==> src/rtl/exception_ctrl.sv <==
// exception_ctrl: exception/interrupt controller for the single-cycle LEGv8 core.
// Arbitrates N_IRQ level interrupt lines plus the decoder's invalid-opcode flag,
// raises Exc toward the datapath, holds the EStatus cause code for the handler,
// runs a four-phase ack handshake per device and decodes ERET to leave the handler.
// Ports: clk, reset (async active-low), instr (opcode field), invalid_op, ExtlRQ[N_IRQ],
//        ExcAck -> Exc, EStatus[3:0], ERet (combinational), ExtlAck[N_IRQ],
//        exc_count[7:0] (only when EXC_COUNT_EN is defined: saturating taken-exception count).
module exception_ctrl #(
  parameter int N_IRQ = 4
) (
  input  logic             clk,
  input  logic             reset,
  input  logic [10:0]      instr,
  input  logic             invalid_op,
  input  logic [N_IRQ-1:0] ExtlRQ,
  input  logic             ExcAck,
  output logic             Exc,
  output logic [3:0]       EStatus,
  output logic             ERet,
  output logic [N_IRQ-1:0] ExtlAck
`ifdef EXC_COUNT_EN
  ,
  output logic [7:0]       exc_count
`endif
);
  localparam logic [10:0] ERET_OP = 11'b11010110100;
  typedef enum logic [1:0] {IDLE, PENDING, HANDLER} state_t;
  state_t           r_state;
  logic             r_exc;
  logic             r_ext;
  logic [3:0]       r_estatus;
  logic [2:0]       r_chan;
  logic [N_IRQ-1:0] r_ack;
  logic [N_IRQ-1:0] w_elig;
  logic [N_IRQ-1:0] w_set;
  logic [2:0]       w_idx;
  logic             w_eret;
  logic             w_any;
  logic             w_take;
  assign w_eret  = instr == ERET_OP;
  assign w_elig  = ExtlRQ & ~r_ack;
  assign w_any   = |w_elig;
  assign w_take  = r_state == PENDING && ExcAck;
  assign ERet    = r_state == HANDLER && w_eret && !invalid_op;
  assign Exc     = r_exc;
  assign EStatus = r_estatus;
  assign ExtlAck = r_ack;
  // Descending scan leaves the lowest eligible index; w_set acks the latched
  // channel when an external cause is taken. r_ext is kept separately because
  // code 4'hF is shared by channel 7 and the double fault.
  always_comb begin
    w_idx = '0;
    w_set = '0;
    for (int k = N_IRQ - 1; k >= 0; k--) begin
      if (w_elig[k]) w_idx = 3'(k);
      w_set[k] = w_take && r_ext && r_chan == 3'(k);
    end
  end
  always_ff @(posedge clk or negedge reset) begin
    if (!reset) begin
      r_state   <= IDLE;
      r_exc     <= 1'b0;
      r_ext     <= 1'b0;
      r_estatus <= 4'h0;
      r_chan    <= 3'd0;
      r_ack     <= '0;
    end else begin
      // An ack holds until its device drops the request, independent of state.
      r_ack <= (r_ack & ExtlRQ) | w_set;
      case (r_state)
        IDLE: if (invalid_op || w_eret || w_any) begin
          r_state   <= PENDING;
          r_exc     <= 1'b1;
          r_estatus <= invalid_op ? 4'h1 : w_eret ? 4'h2 : {1'b1, w_idx};
          r_ext     <= !invalid_op && !w_eret;
          r_chan    <= w_idx;
        end
        PENDING: if (ExcAck) begin
          r_state <= HANDLER;
          r_exc   <= 1'b0;
        end
        HANDLER: if (invalid_op) begin
          r_state   <= PENDING;
          r_exc     <= 1'b1;
          r_estatus <= 4'hF;
          r_ext     <= 1'b0;
        end else if (w_eret) begin
          r_state   <= IDLE;
          r_estatus <= 4'h0;
        end
        default: r_state <= IDLE;
      endcase
    end
  end
`ifdef EXC_COUNT_EN
  logic [7:0] r_count;
  always_ff @(posedge clk or negedge reset) begin
    if (!reset) r_count <= 8'd0;
    else if (w_take && r_count != 8'hFF) r_count <= r_count + 8'd1;
  end
  assign exc_count = r_count;
`endif
endmodule

==> config.mk <==
export PLATFORM = sky130hd
export DESIGN_NAME = exception_ctrl
export DESIGN_NICKNAME = d
export VERILOG_FILES = /design/src/rtl/exception_ctrl.sv
export SDC_FILE = /design/constraint.sdc
export NUM_CORES = 1
export LEC_CHECK = 0
export ABC_AREA = 1
export CAP_MARGIN = 10
export CORE_UTILIZATION = 39
export CTS_CLUSTER_DIAMETER = 200
export DETAILED_ROUTE_END_ITERATION = 8
export GPL_TIMING_DRIVEN = 0
export PLACE_DENSITY = 0.85
export SYNTH_ARGS = -nofsm -noshare
export SYNTH_HDL_FRONTEND = slang
export SYNTH_SLANG_ARGS = --single-unit
==> constraint.sdc <==
create_clock -name clk -period 1.1 [get_ports clk]
set_input_delay 0.165 -clock clk [delete_from_list [all_inputs] [get_ports clk]]
set_output_delay 0.165 -clock clk [all_outputs]
set_load 0.05 [all_outputs]
==> reports/summary.md <==
- internal power of the cells: 0.00170 W
- most frequent cells in the layout: nand2_1, dlygate4sd2_1, inv_1, dfrtp_1, buf_4
- worst min-delay path class: in2async
- flip-flop cell with the highest count after synthesis: dfrtp_1
- maximum fanout along the worst path: 4
- total clock buffers created by CTS: 3
- Clock H-tree levels: 1
- sequential group share of total power: 0.267
- number of ports placed on the die boundary: 29
- Post-Route Setup TNS: -1.74 ns
- RSZ-0062 raised after global routing: yes
- slowest stage cell on the critical path: dfrtp_2
- fraction of power consumed by combinational cells: 0.617
- clock sink count: 14
- clock transition time at the flip-flop clock pins of the worst setup and hold paths: 0.10 ns
- final std cell area, no fill: 1400 sq um
- worst flop-to-flop path endpoint: EStatus[1]
- Cells after Synth: 101
- Power Dens Cells: 2370 nW/um^2
- Worst Hold Margin: 0.269 ns
- worst slew margin relative to its limit: 0.576
- flop-to-flop setup slack: -0.21 ns
- Initial DRT Pass Iterations: 4
- smallest setup slack after layout: -0.210 ns
- final setup fails: 16
- detailed router's first-iteration violation count: 20
- count of input and output buffers: 28
- placement-stage worst setup slack: -1.02 ns
- final global-route overflow total: 0
- worst flop-to-flop path startpoint: r_state[1]
- global router's overall resource usage: 0.228
- flip-flop and latch count after synthesis: 14
- required time reported for the critical path endpoint: 1.31 ns
- transition time at the pin with the least slew margin: 0.634 ns
- via count of the first global-routing pass: 823
- net count of the finished layout: 165
- Synth Net Count: 120
- kind of end point of the critical path: register
- min cycle time layout: 1.31 ns
- detailed-route wire length: 2.62 mm
- CTS tree: built
- FFs w/ async S/R, synth: 1.00
- number of antenna violations at the first check in global routing: 0
- fraction of the cycle the final worst path needs: 1.19
- total of max-cap violations: 0
- cell chosen for the clock root: clkbuf_4
- highest cell delay on the worst timing path: 0.45 ns
- residual antenna-violating net count after detailed routing: 0
- power share of the clock group: 0.116
- number of antenna repair diodes: 0
- status: complete, but fails checks
- violations in the final reports: negative setup slack
- proportion of layout cells with a drive suffix above 1: 0.497
- area overhead of the layout relative to synthesis: 67.2%
- standby leakage power: 0.654 nW
- warnings from Yosys: 0
- Die Width: 48.3 um
- instance area after placement: 1170 sq um
- final weighted congestion in routability-driven placement: 0.818
- sw frac: 0.483
- post-synthesis cell area: 835 sq um
- number of synthesized flops with an enable pin: 0
- worst-case clock buffer depth: 2
- core area: 1980 sq um
- Die Y-Extent: 48.3 um
- Filler cells: 133
- standard-cell row count: 16
- Worst Path Arrival: 1.52 ns
- final number of max-transition violations: 0
- most common cell after layout, fill and taps aside: nand2_1
- critical path startpoint category: register
- maximum frequency from static timing analysis: 0.763 GHz
- Seq/Total Area, Yosys: 0.420
- vias post-DR: 888
- Max VDD drop: 2.03 mV
- Reg2Reg Depth: 5
- critical setup path kind: reg2reg
- switching component of the power: 0.00159 W
- Post-DP HPWL: 1.54 mm
- cell-by-cell listing of the critical path: buf_6 -> buf_4 -> a21oi_1 -> a21oi_2 -> o21ai_2
- Post-route DRC: 0
- Mapped Avg Cell Area: 8.26 sq um
- clock latency reported for the late side of the worst-skew pair: 0.28 ns
- routed vias/inst: 5.16
- area enclosed by the die boundary: 2330 sq um
- wire length of the first global-routing pass: 3.68 mm
- number of distinct standard cells referenced by the synthesized netlist: 21
- pin count of the biggest net entering global routing: 15
- total count of hold-check failures in the final report: 0
- clk_skew: 0.00403 ns
- mean routed wirelength per cell: 15.3 um
- Starting Density: 0.421
-- metal layers --
metal / global-route usage / vias up / wire length [um]
li1: - / 414 / -
met1: 0.305 / 433 / 1010
met2: 0.381 / 33 / 1410
met3: 0.0296 / 8 / 124
met4: 0.0667 / 0 / 77
met5: 0 / - / 0
-- cell usage after synthesis (2+ instances only) --
library cell  number  area [sq um]
nand2_2            4          25.0
nor2_2             6          37.5
o31ai_1            4          30.0
inv_2              3          11.3
nor2_1             2          7.51
nand2_1           26          97.6
o21ai_2            3          26.3
nand3_4            3          52.6
nand3_1            5          25.0
nor2_4             2          22.5
inv_1             15          56.3
dfrtp_1           14           350
o21ai_1            4          20.0
a21oi_1            3          15.0
-- power groups by stage --
stage	Sequential (W)	Clock, W	Combinational [W]
3_5_place_dp	0.000897	0	0.00146
3_3_place_gp	0.000882	0	0.00143
6_report	0.000880	0.000382	0.00204
5_1_grt	0.000901	0.000412	0.00218
2_1_floorplan	0.00127	0	0.000637
4_1_cts	0.000856	0.000385	0.00168
-- area by class of cell --
class                           count  area (sq um)  share of cell area
Clock buffer                        4          36.3              0.0260
Inverter                           18          67.6              0.0484
Multi-Input combinational cell     69           542               0.388
Tap cell                           27          33.8              0.0242
Sequential cell                    14           357               0.256
Timing Repair Buffer               40           359               0.257
-- critical path: cells and delay by family, from the launching register on --
| kind | cells | cell delay, ns |
|---|---|---|
| AO/OA/AOI/OAI | 3 | 0.51 |
| flip-flops | 1 | 0.45 |
| buffers and inverters | 2 | 0.28 |
-- stage by stage --
step | cells | util | power [W]
2_1_floorplan | 101 | - | 0.00191
3_3_place_gp | 156 | 0.592 | 0.00231
3_5_place_dp | 156 | 0.592 | 0.00236
4_1_cts | 169 | 0.644 | 0.00292
5_1_grt | 172 | 0.704 | 0.00349
6_report | 172 | 0.704 | 0.00330
-- kinds of logic after synthesis --
kind of cell / after synthesis / share of synthesized area
and+or+nand+nor: 52 / 0.360
buffers and inverters: 18 / 0.0810
DFF: 14 / 0.420
AOI/OAI and AO/OA: 17 / 0.139
-- state kept, by name, indices dropped and copies added, names as in the netlist --
signal / count
r_chan: 2
ExtlAck: 4
Exc: 1
EStatus: 4
r_ext: 1
r_state: 2
-- how the worst max path moves through the flow --
stage,start,cells after the start,endpoint
global route,r_state[0],6,EStatus[1]
CTS,r_state[0],4,ERet
detailed placement,instr[5],6,ERet
global placement,instr[5],6,ERet
floorplan,ExtlAck[1],9,EStatus[0]
finish,r_state[1],5,EStatus[1]
-- what timing repair did --
item	4_1_cts	5_1_grt
hold buffers	0	0
pin swaps	13	10
resized for setup	78	30
setup buffers	9	3
endpoints found under the setup margin	21	22
gates cloned	0	0
Note: power is estimated with default switching activity, not from simulation.
